==> src/rtl/autotype_pkg.sv <==
`default_nettype none
// ============================================================================
// Module   : autotype_pkg
// Purpose  : Shared types and constants for the autotype sequencer: the
//            sequencer state encoding, key codes used in the key table, and
//            a helper that packs a list of key codes into the flat SEQ
//            parameter format (entry i at bits [i*KW +: KW]).
// Ports    : none (package)
// Revision : 1.0 - initial release
// ============================================================================
package autotype_pkg;

  typedef enum logic [1:0] {
    IDLE       = 2'd0,
    RESET_HOLD = 2'd1,
    RUN        = 2'd2,
    DONE       = 2'd3
  } state_t;

  // Key codes: code k (1..N_KEYS) drives key line k-1; 0 is a gap.
  localparam int KEY_NONE  = 0;
  localparam int KEY_ENTER = 1;
  localparam int KEY_B     = 2;
  localparam int KEY_C     = 3;

  localparam int c_MAX_CODES    = 16;
  localparam int c_MAX_SEQ_BITS = 64;

  // Repack up to 16 four-bit codes (codes[0] = first entry) into a flat
  // table of len entries of kw bits each.
  function automatic logic [c_MAX_SEQ_BITS-1:0] pack_seq(
    input logic [c_MAX_CODES-1:0][3:0] codes,
    input int                          len,
    input int                          kw
  );
    logic [c_MAX_SEQ_BITS-1:0] r;
    r = '0;
    for (int i = 0; i < c_MAX_CODES; i++) begin
      for (int b = 0; b < 4; b++) begin
        if ((i < len) && (b < kw)) begin
          r[i*kw + b] = codes[i][b];
        end
      end
    end
    return r;
  endfunction

  // Default table: gap,b,gap,c,gap,enter,gap,enter,gap,gap,gap,enter,gap.
  // Listed from the highest index down to entry 0.
  localparam logic [c_MAX_CODES-1:0][3:0] c_DEFAULT_CODES = {
    4'd0, 4'd0, 4'd0,
    4'(KEY_NONE),  4'(KEY_ENTER), 4'(KEY_NONE), 4'(KEY_NONE),
    4'(KEY_NONE),  4'(KEY_ENTER), 4'(KEY_NONE), 4'(KEY_ENTER),
    4'(KEY_NONE),  4'(KEY_C),     4'(KEY_NONE), 4'(KEY_B),
    4'(KEY_NONE)
  };

  localparam int              c_DEFAULT_SEQ_LEN = 13;
  localparam int              c_DEFAULT_KW      = 2;
  localparam logic [25:0]     c_DEFAULT_SEQ     =
    26'(pack_seq(c_DEFAULT_CODES, c_DEFAULT_SEQ_LEN, c_DEFAULT_KW));

endpackage
`default_nettype wire

==> src/rtl/autotype_step_timer.sv <==
`default_nettype none
// ============================================================================
// Module   : autotype_step_timer
// Purpose  : Loadable down-counter shared by the reset-hold and key-step
//            phases. Counts down to zero and holds there (no wrap).
// Ports    : clk       - clock
//            reset     - synchronous active-high reset (loads RST_VAL)
//            load      - load load_val this cycle (wins over counting)
//            load_val  - value to load (terminal count - 1)
//            tc        - counter is at zero (last cycle of the phase)
//            press_nxt - press window flag for the value held next cycle
// Revision : 1.0 - initial release
// ============================================================================
module autotype_step_timer
  import autotype_pkg::*;
#(
  parameter int CW           = 23,
  parameter int RST_VAL      = 0,
  parameter int PRESS_THRESH = 0
) (
  input  logic          clk,
  input  logic          reset,
  input  logic          load,
  input  logic [CW-1:0] load_val,
  output logic          tc,
  output logic          press_nxt
);

  localparam logic [CW-1:0] c_RST_VAL      = CW'(RST_VAL);
  localparam logic [CW-1:0] c_PRESS_THRESH = CW'(PRESS_THRESH);

  logic [CW-1:0] r_cnt;
  logic [CW-1:0] w_cnt_nxt;

  always_comb begin
    w_cnt_nxt = r_cnt;
    if (load) begin
      w_cnt_nxt = load_val;
    end else if (r_cnt != '0) begin
      w_cnt_nxt = r_cnt - 1'b1;
    end
  end

  always_ff @(posedge clk) begin
    if (reset) begin
      r_cnt <= c_RST_VAL;
    end else begin
      r_cnt <= w_cnt_nxt;
    end
  end

  assign tc = (r_cnt == '0);

  // Counting down from STEP_CYCLES-1, "elapsed < PRESS_CYCLES" is the same
  // as "remaining >= STEP_CYCLES-PRESS_CYCLES". Evaluated on the next value
  // so the registered key outputs line up with the step they belong to.
  assign press_nxt = (w_cnt_nxt >= c_PRESS_THRESH);

endmodule
`default_nettype wire

==> src/rtl/autotype_sequencer.sv <==
`default_nettype none
// ============================================================================
// Module   : autotype_sequencer
// Purpose  : Holds the computer core in reset, then types a programmable key
//            table onto N_KEYS key lines; physical buttons are ORed in.
// Ports    : clk         - clock
//            reset       - synchronous active-high reset
//            start       - one-cycle request to (re)run the sequence
//            btn         - physical buttons, active-high, synchronised
//            sys_reset_n - active-low reset to the core (registered)
//            keys        - key lines to the core, auto | btn (registered)
//            busy        - high in RESET_HOLD and RUN (registered)
//            step        - current table index (registered)
// Options  : AUTOTYPE_BTN_ABORT_EN - a rising edge on any button during
//            RESET_HOLD/RUN abandons the sequence and goes to DONE.
// Revision : 1.0 - initial release
// ============================================================================
module autotype_sequencer
  import autotype_pkg::*;
#(
  parameter int                   N_KEYS       = 3,
  parameter int                   SEQ_LEN      = 13,
  localparam int                  KW           = $clog2(N_KEYS + 1),
  parameter logic [SEQ_LEN*KW-1:0] SEQ         = c_DEFAULT_SEQ,
  parameter int                   STEP_CYCLES  = 8388608,
  parameter int                   PRESS_CYCLES = 8388608,
  parameter int                   RESET_CYCLES = 8388608,
  parameter int                   AUTOSTART    = 1,
  localparam int                  SW           = (SEQ_LEN > 1) ? $clog2(SEQ_LEN) : 1
) (
  input  logic              clk,
  input  logic              reset,
  input  logic              start,
  input  logic [N_KEYS-1:0] btn,
  output logic              sys_reset_n,
  output logic [N_KEYS-1:0] keys,
  output logic              busy,
  output logic [SW-1:0]     step
);

  localparam int c_MAX_CYC = (STEP_CYCLES > RESET_CYCLES) ? STEP_CYCLES : RESET_CYCLES;
  localparam int c_CNT_W   = (c_MAX_CYC > 1) ? $clog2(c_MAX_CYC) : 1;

  localparam logic [c_CNT_W-1:0] c_STEP_LOAD  = c_CNT_W'(STEP_CYCLES - 1);
  localparam logic [c_CNT_W-1:0] c_RESET_LOAD = c_CNT_W'(RESET_CYCLES - 1);
  localparam logic [SW-1:0]      c_LAST_STEP  = SW'(SEQ_LEN - 1);
  localparam state_t             c_RST_STATE  = (AUTOSTART != 0) ? RESET_HOLD : IDLE;

  state_t              r_state;
  state_t              w_state_nxt;
  logic [SW-1:0]       r_step;
  logic [SW-1:0]       w_step_nxt;
  logic                w_load;
  logic [c_CNT_W-1:0]  w_load_val;
  logic                w_tc;
  logic                w_press_nxt;
  logic                w_abort;
  logic [KW-1:0]       w_entry;
  logic [N_KEYS-1:0]   w_auto;
  logic                r_sys_reset_n;
  logic [N_KEYS-1:0]   r_keys;
  logic                r_busy;

  autotype_step_timer #(
    .CW           (c_CNT_W),
    .RST_VAL      ((AUTOSTART != 0) ? (RESET_CYCLES - 1) : 0),
    .PRESS_THRESH (STEP_CYCLES - PRESS_CYCLES)
  ) u_timer (
    .clk       (clk),
    .reset     (reset),
    .load      (w_load),
    .load_val  (w_load_val),
    .tc        (w_tc),
    .press_nxt (w_press_nxt)
  );

`ifdef AUTOTYPE_BTN_ABORT_EN
  logic [N_KEYS-1:0] r_btn_q;

  always_ff @(posedge clk) begin
    if (reset) begin
      r_btn_q <= '0;
    end else begin
      r_btn_q <= btn;
    end
  end

  assign w_abort = |(btn & ~r_btn_q);
`else
  assign w_abort = 1'b0;
`endif

  // Next-state / step / timer-load logic.
  always_comb begin
    w_state_nxt = r_state;
    w_step_nxt  = r_step;
    w_load      = 1'b0;
    w_load_val  = c_STEP_LOAD;
    case (r_state)
      IDLE, DONE: begin
        if (start) begin
          w_state_nxt = RESET_HOLD;
          w_step_nxt  = '0;
          w_load      = 1'b1;
          w_load_val  = c_RESET_LOAD;
        end
      end
      RESET_HOLD: begin
        if (w_abort) begin
          // An abandoned sequence parks step at the last entry, as DONE does.
          w_state_nxt = DONE;
          w_step_nxt  = c_LAST_STEP;
        end else if (w_tc) begin
          w_state_nxt = RUN;
          w_step_nxt  = '0;
          w_load      = 1'b1;
        end
      end
      RUN: begin
        if (w_abort) begin
          w_state_nxt = DONE;
          w_step_nxt  = c_LAST_STEP;
        end else if (w_tc) begin
          if (r_step == c_LAST_STEP) begin
            w_state_nxt = DONE;
          end else begin
            w_step_nxt = r_step + 1'b1;
            w_load     = 1'b1;
          end
        end
      end
      default: begin
        w_state_nxt = IDLE;
      end
    endcase
  end

  // Auto key for the cycle being entered; outputs are registered from the
  // next-state values so they change on the same edge as the state.
  always_comb begin
    w_entry = SEQ[w_step_nxt*KW +: KW];
    w_auto  = '0;
    if ((w_state_nxt == RUN) && w_press_nxt) begin
      for (int i = 0; i < N_KEYS; i++) begin
        if (w_entry == KW'(i + 1)) begin
          w_auto[i] = 1'b1;
        end
      end
    end
  end

  always_ff @(posedge clk) begin
    if (reset) begin
      r_state <= c_RST_STATE;
      r_step  <= '0;
    end else begin
      r_state <= w_state_nxt;
      r_step  <= w_step_nxt;
    end
  end

  always_ff @(posedge clk) begin
    if (reset) begin
      r_keys        <= '0;
      r_sys_reset_n <= (AUTOSTART == 0);
      r_busy        <= (AUTOSTART != 0);
    end else begin
      r_keys        <= w_auto | btn;
      r_sys_reset_n <= (w_state_nxt != RESET_HOLD);
      r_busy        <= (w_state_nxt == RESET_HOLD) || (w_state_nxt == RUN);
    end
  end

  assign sys_reset_n = r_sys_reset_n;
  assign keys        = r_keys;
  assign busy        = r_busy;
  assign step        = r_step;

endmodule
`default_nettype wire

==> config.mk <==
export PLATFORM = sky130hd
export DESIGN_NAME = autotype_sequencer
export DESIGN_NICKNAME = d
export VERILOG_FILES = /design/src/rtl/autotype_pkg.sv /design/src/rtl/autotype_step_timer.sv /design/src/rtl/autotype_sequencer.sv
export SDC_FILE = /design/constraint.sdc
export NUM_CORES = 1
export LEC_CHECK = 0
export BUFFER_PORTS_ARGS = -buffer_cell sky130_fd_sc_hd__buf_2
export CAP_MARGIN = 10
export CORE_UTILIZATION = 35
export CTS_BUF_LIST = sky130_fd_sc_hd__clkbuf_8 sky130_fd_sc_hd__clkbuf_16
export CTS_CLUSTER_DIAMETER = 200
export DETAILED_ROUTE_END_ITERATION = 8
export GPL_ROUTABILITY_DRIVEN = 0
export SYNTH_ARGS = -nofsm -noshare
export SYNTH_HDL_FRONTEND = slang
export SYNTH_HIERARCHICAL = 1
export SYNTH_SLANG_ARGS = --single-unit
==> constraint.sdc <==
create_clock -name clk -period 3.3 [get_ports clk]
set_input_delay 0.66 -clock clk [delete_from_list [all_inputs] [get_ports clk]]
set_output_delay 0.66 -clock clk [all_outputs]
set_load 0.01 [all_outputs]
==> results of run 1 <==
==> through the flow <==
stage | power, µW | cell area, µm² | setup WS, ps | hold WS [ps] | utilization [%]
4_1_cts | 849 | 2440 | 557 | 497 | 42.9
5_1_grt | 880 | 2440 | 274 | 517 | 42.9
3_3_place_gp | 464 | 2330 | 629 | 464 | 41.0
6_report | 836 | 2440 | 531 | 491 | 42.9
2_1_floorplan | 454 | 2200 | 709 | 450 | -
3_5_place_dp | 464 | 2330 | 560 | 483 | 41.0
==> worst paths after layout <==
| check | startpoint | endpoint | slack, ps |
|---|---|---|---|
| min | u_timer/r_cnt[22] | u_timer/r_cnt[22] | 490 |
| min reg2reg | u_timer/r_cnt[22] | u_timer/r_cnt[22] | 490 |
| max | u_timer/r_cnt[0] | keys[2] | 530 |
| max reg2reg | u_timer/r_cnt[0] | keys[2] | 530 |
==> area by class of cell <==
type	count	share of cell area (%)
Clock buffer	5	2.82
Clock inverter	3	1.69
Inverter	14	2.16
Multi-Input combinational cell	206	57.6
Sequential cell	34	27.9
Tap cell	72	3.70
Timing Repair Buffer	18	4.11
==> sequential cells by signal (all words and copies together) (netlist names) <==
signal         count
sys_reset_n        1
step               4
busy               1
keys               3
r_state            2
u_timer/r_cnt     23
==> where the power goes <==
part | internal [µW] | switching [µW] | total (µW)
logic | 13.0 | 21.7 | 34.7
registers | 415 | 4.41 | 419
clock network | 222 | 159 | 382
==> Yosys cell counts, drive strengths merged, types with 4 or more instances <==
| master | instances | area share, % |
|---|---|---|
| nor3b | 5 | 2.0 |
| o31ai | 6 | 2.4 |
| a21oi | 19 | 4.5 |
| o21ai | 15 | 3.9 |
| dfxtp | 34 | 32 |
| nor4 | 6 | 3.2 |
| ha | 7 | 4.1 |
| a31oi | 5 | 2.2 |
| nand3 | 5 | 1.4 |
| clkbuf | 6 | 1.1 |
| nand2 | 16 | 2.9 |
| nand4 | 5 | 1.8 |
| and2 | 4 | 1.2 |
| xnor2 | 10 | 4.1 |
| nor2b | 6 | 1.9 |
| xor2 | 5 | 2.1 |
| buf | 4 | 1.3 |
| nor2 | 15 | 3.0 |
| nor3 | 11 | 2.8 |
| inv | 14 | 2.5 |
| o211ai | 4 | 1.4 |
==> tightest hold or removal path, stage by stage, from the launching register on <==
cell	delay (ps)
dfxtp_1	310
o21ai_0	70
o21ai_0	70
==> cell families (layout without fill, tap and decap cells) <==
group,count (synthesis),count (layout),share of synthesized area [%]
XOR/XNOR,15,15,6.19
AO/OA/AOI/OAI,64,64,20.8
flip-flops,34,34,32.1
other,2,24,0.354
multiplexers,4,4,2.00
AND/OR/NAND/NOR,92,92,28.6
buffers and inverters,26,40,5.84
adder cells (fa/ha/maj),7,7,4.13
==> metal layers <==
layer	vias to the layer above	wire length (µm)	track usage, %
li1	938	-	-
met1	815	2240	19.7
met2	15	1920	23.8
met3	6	104	3.77
met4	0	68	5.54
met5	-	0	0
==> impl_metrics.csv, run 1 <==
group,metric,value,unit
status,outcome,"completed",
floorplanning,die_y,79.9,µm
floorplanning,ios,15,
logic_synthesis,synthFlopType,"dfxtp_1",
global_route,grt_pass1_wl,7580,µm
clock_network,cts_tree,"done",
floorplanning,core,5680,µm²
detailed_routing,vias_per_cell,5.04,
pwr,p_per_area,343,nW/µm²
logic_synthesis,ys_seq_area_share,32.1,%
logic_synthesis,netlist_instances,244,
worst_setup_path,start_kind,"flop",
global_route,grt_overflow,0,
clock_network,post_cts_buffers,0,
worst_setup_path,path_class,"reg2reg",
layout,num-fill-cells,600,
clock_network,cts_sinks,34,
sta,finalClockSkew,8.82,ps
clock_network,post_cts_resize_count,0,
worst_setup_path,path_cells,"inv_1, ha_1, nor2b_1, nand4_2, nor2_4, nor2b_1, nand4_1, a31o_2, ha_1, and2_1, a41oi_1, nor2_1",
layout,insertedDiodeCount,0,
worst_setup_path,critPathRequiredTime,3460,ps
layout,layout.cells.non_filler,352,
detailed_routing,wl_per_cell,12.3,µm
worst_setup_path,critPathMaxFanout,10,
detailed_routing,drtIter0Drc,86,
sta,final.period_utilization,83.9,%
logic_synthesis,synth_area,2120,µm²
worst_setup_path,crit_arrival,2930,ps
logic_synthesis,yosysWarnings,6,
detailed_routing,drt_first_pass_iters,4,
clock_network,clockRootBuffer,"clkbuf_8",
logic_synthesis,ys_types,65,
placed_design,hpwl,3070,µm
clock_network,clk_pin_slew,80,ps
placed_design,placed_cells,344,
sta,fin_tns_setup,0,ps
detailed_routing,ant_nets,0,
clock_network,clock_path_buffers,2,
sta,setup_viol,0,
job,drv_cap,0,
layout,seqCellArea,681,µm²
worst_setup_path,critPathCaptureType,"flop",
worst_setup_path,rr_worst_depth,12,
sta,worst_pin_slew,664,ps
sta,clock.fmax,361,MHz
global_route,grt_usage,15.1,%
logic_synthesis,ys_seq_elements,34,
sta,hold_viol,0,
floorplanning,dieArea,6380,µm²
global_route,grt_pass1_vias,1672,
layout,drive_gt1_share,17.9,%
logic_synthesis,syn_avg_cell_area,8.70,µm²
sta,period_minus_slack,2770,ps
worst_setup_path,crit_cells,12,
worst_setup_path,path_delay_family,"simple AND/OR/NAND/NOR gates",
clock_network,numCtsBuffers,5,
floorplanning,die_x,79.9,µm
sta,max_slew_margin,55.2,%
placed_design,io_buffers,14,
detailed_routing,drc,0,
layout,fin_nets,292,
pwr,irDropWorstVdd,0.000221,V
clock_network,hold_buffers,0,
sta,final_max_slew_viol_count,0,
pwr,leakage,0.000943,µW
global_route,antenna_found_initial,0,
logic_synthesis,async_flop_share,0,%
layout,multiInputGateArea,1400,µm²
floorplanning,start_util,37.4,%
clock_network,cts_max_level,2,
layout,final_common_cell,"dfxtp_1",
layout,final_cell_mix,"dfxtp_1 (34), conb_1 (24), a21oi_1 (19)",
layout,synthToLayoutAreaGrowth,14.9,%
hold_path,worstHoldPathType,"reg2reg",
worst_setup_path,crit_slowest_cell,"dfxtp_1",
floorplanning,rows,27,
worst_setup_path,crit_buf_inv,1,
logic_synthesis,synth_edf_count,0,
detailed_routing,vias,1774,
global_route,grt_max_degree,33,
sta,rsz0062_at_grt,"false",
worst_setup_path,slowest_delay,350,ps
hold_path,hold_path_depth,2,
detailed_routing,drt_wl_total,4340,µm
clock_network,clock_latency,290,ps
Note: power is estimated with default switching activity, not from simulation.
==> run 2, diff against run 1 <==
==> constraint.sdc (replaced) <==
create_clock -name clk -period 2.7 [get_ports clk]
set_input_delay 0.54 -clock clk [delete_from_list [all_inputs] [get_ports clk]]
set_output_delay 0.54 -clock clk [all_outputs]
set_load 0.01 [all_outputs]
==> run 2 against run 1 <==
Against the previous run:
- power up 16%
- global-route usage up 1.2 points
- clock-buffer cell count up 1
- flip-flop and latch count unchanged
- via count up 1.8%
- setup slack worse by 310 ps
- clock power up 7.9%
- register-to-register slack worse by 310 ps
- sequential share of layout area down 0.77 points
- largest cell class unchanged
==> impl_metrics.csv, run 2 (synthesis gave the netlist of run 1 again) <==
group,metric,value,unit
clock_network,numCtsBuffers,5,
layout,synthToLayoutAreaGrowth,18.1,%
worst_setup_path,critPathCaptureType,"flop",
global_route,grt_usage,16.2,%
worst_setup_path,critPathRequiredTime,2890,ps
job,drv_cap,0,
sta,clock.fmax,403,MHz
placed_design,hpwl,3270,µm
placed_design,io_buffers,14,
sta,rsz0062_at_grt,"false",
sta,final_max_slew_viol_count,0,
global_route,antenna_found_initial,0,
global_route,grt_pass1_wl,7920,µm
layout,final_common_cell,"dfxtp_1",
pwr,irDropWorstVdd,0.000277,V
sta,max_slew_margin,57.0,%
global_route,grt_max_degree,26,
hold_path,worstHoldPathType,"in2reg",
worst_setup_path,slowest_delay,410,ps
pwr,p_per_area,387,nW/µm²
floorplanning,start_util,37.4,%
floorplanning,rows,27,
layout,final_cell_mix,"dfxtp_1 (34), conb_1 (24), a21oi_1 (19)",
layout,postLayoutCoreUtil,44.2,%
layout,fin_nets,300,
global_route,grt_pass1_vias,1601,
layout,top_register,"u_timer/r_cnt",
floorplanning,dieArea,6380,µm²
clock_network,clk_pin_slew,80,ps
sta,setup_viol,0,
worst_setup_path,critPathMaxFanout,6,
detailed_routing,drc,0,
status,outcome,"completed",
sta,period_minus_slack,2480,ps
worst_setup_path,crit_slowest_cell,"nor4_4",
pwr,power.total,970,µW
clock_network,cts_max_level,2,
clock_network,clockRootBuffer,"clkbuf_8",
pwr,leakage,0.000999,µW
sta,hold_viol,0,
sta,worst_pin_slew,639,ps
worst_setup_path,start_kind,"flop",
clock_network,hold_buffers,0,
layout,num-fill-cells,589,
clock_network,clock_latency,290,ps
sta,fin_tns_setup,0,ps
floorplanning,ios,15,
layout,fin_area,2510,µm²
floorplanning,die_x,79.9,µm
detailed_routing,wl_per_cell,12.9,µm
global_route,grt_overflow,0,
worst_setup_path,crit_arrival,2670,ps
worst_setup_path,path_class,"reg2reg",
placed_design,dpl-instance-area,2390,µm²
detailed_routing,vias,1806,
detailed_routing,drtIter0Drc,70,
clock_network,cts_tree,"done",
floorplanning,die_y,79.9,µm
layout,insertedDiodeCount,0,
floorplanning,core,5680,µm²
clock_network,clock_path_buffers,2,
detailed_routing,vias_per_cell,5.02,
sta,final.period_utilization,92.0,%
clock_network,cts_sinks,34,
sta,finalClockSkew,2.19,ps
layout,largest_reg_flops,23,
worst_setup_path,path_cells,"nor4_4, nand4_2, nor2_4, nor2b_1, nand4_1, a31o_2, ha_1, and2_1, a41oi_1, nor2_1",
layout,drive_gt1_share,21.2,%
detailed_routing,drt_wl_total,4630,µm
detailed_routing,ant_nets,0,
detailed_routing,drt_first_pass_iters,4,
run 2: cell count changes in the layout (fill, tap and decap cells not counted), sizes merged:
cell / before / now
inv: 15 / 14
clkbuf: 5 / 6
bufinv: 1 / 0
buf: 18 / 26
clkinv: 0 / 1
run 2: cell type report:
type	instances	area, µm²	share of cell area (%)
clock buffers	6	82.6	3.30
clock inverters	2	12.5	0.499
inverters	14	52.6	2.10
multi-input cells	206	1430	57.0
flip-flops and latches	34	681	27.2
well taps	72	90.1	3.59
repair buffers	26	160	6.39
run 2: what timing repair did:
action | CTS | global route
setup buffers | 0 | 0
resized for setup | 0 | 6
setup endpoints to repair | 0 | 7
run 2: worst max-delay path, delay by kind of cell (launching register included):
family	cells	cell delay, ps
fa+ha+maj	1	190
compound gates	2	510
simple gates	7	1290
flops	1	400
run 2: path summary, 6_finish.rpt:
path	from	end	slack, ps	depth (start not counted)
hold reg to reg	u_timer/r_cnt[22]	u_timer/r_cnt[22]	480	2
setup reg to reg	u_timer/r_cnt[6]	keys[2]	220	10
hold / removal	btn[0]	keys[0]	440	2
setup / recovery	u_timer/r_cnt[6]	keys[2]	220	10
run 2: layer usage:
layer	part of all wire (%)	wire [µm]	track usage, %
met5	0	0	0
met4	1.5	70	6.79
met3	3.1	142	4.00
met2	43	2010	23.8
met1	52	2410	22.4
run 2: report_power, final:
part / internal [µW] / total, µW / leakage (µW) / switching (µW)
logic: 17.3 / 44.5 / 0.000675 / 27.2
registers: 507 / 513 / 0.000276 / 5.68
clock network: 205 / 412 / 0.0000472 / 207
run 2: metrics by stage:
stage | hold WS [ps] | setup WS, ps | instances
3_5_place_dp | 475 | 163 | 352
3_3_place_gp | 478 | 180 | 352
4_1_cts | 436 | 129 | 360
2_1_floorplan | 450 | 109 | 266
6_report | 441 | 217 | 360
5_1_grt | 444 | 1.87 | 360
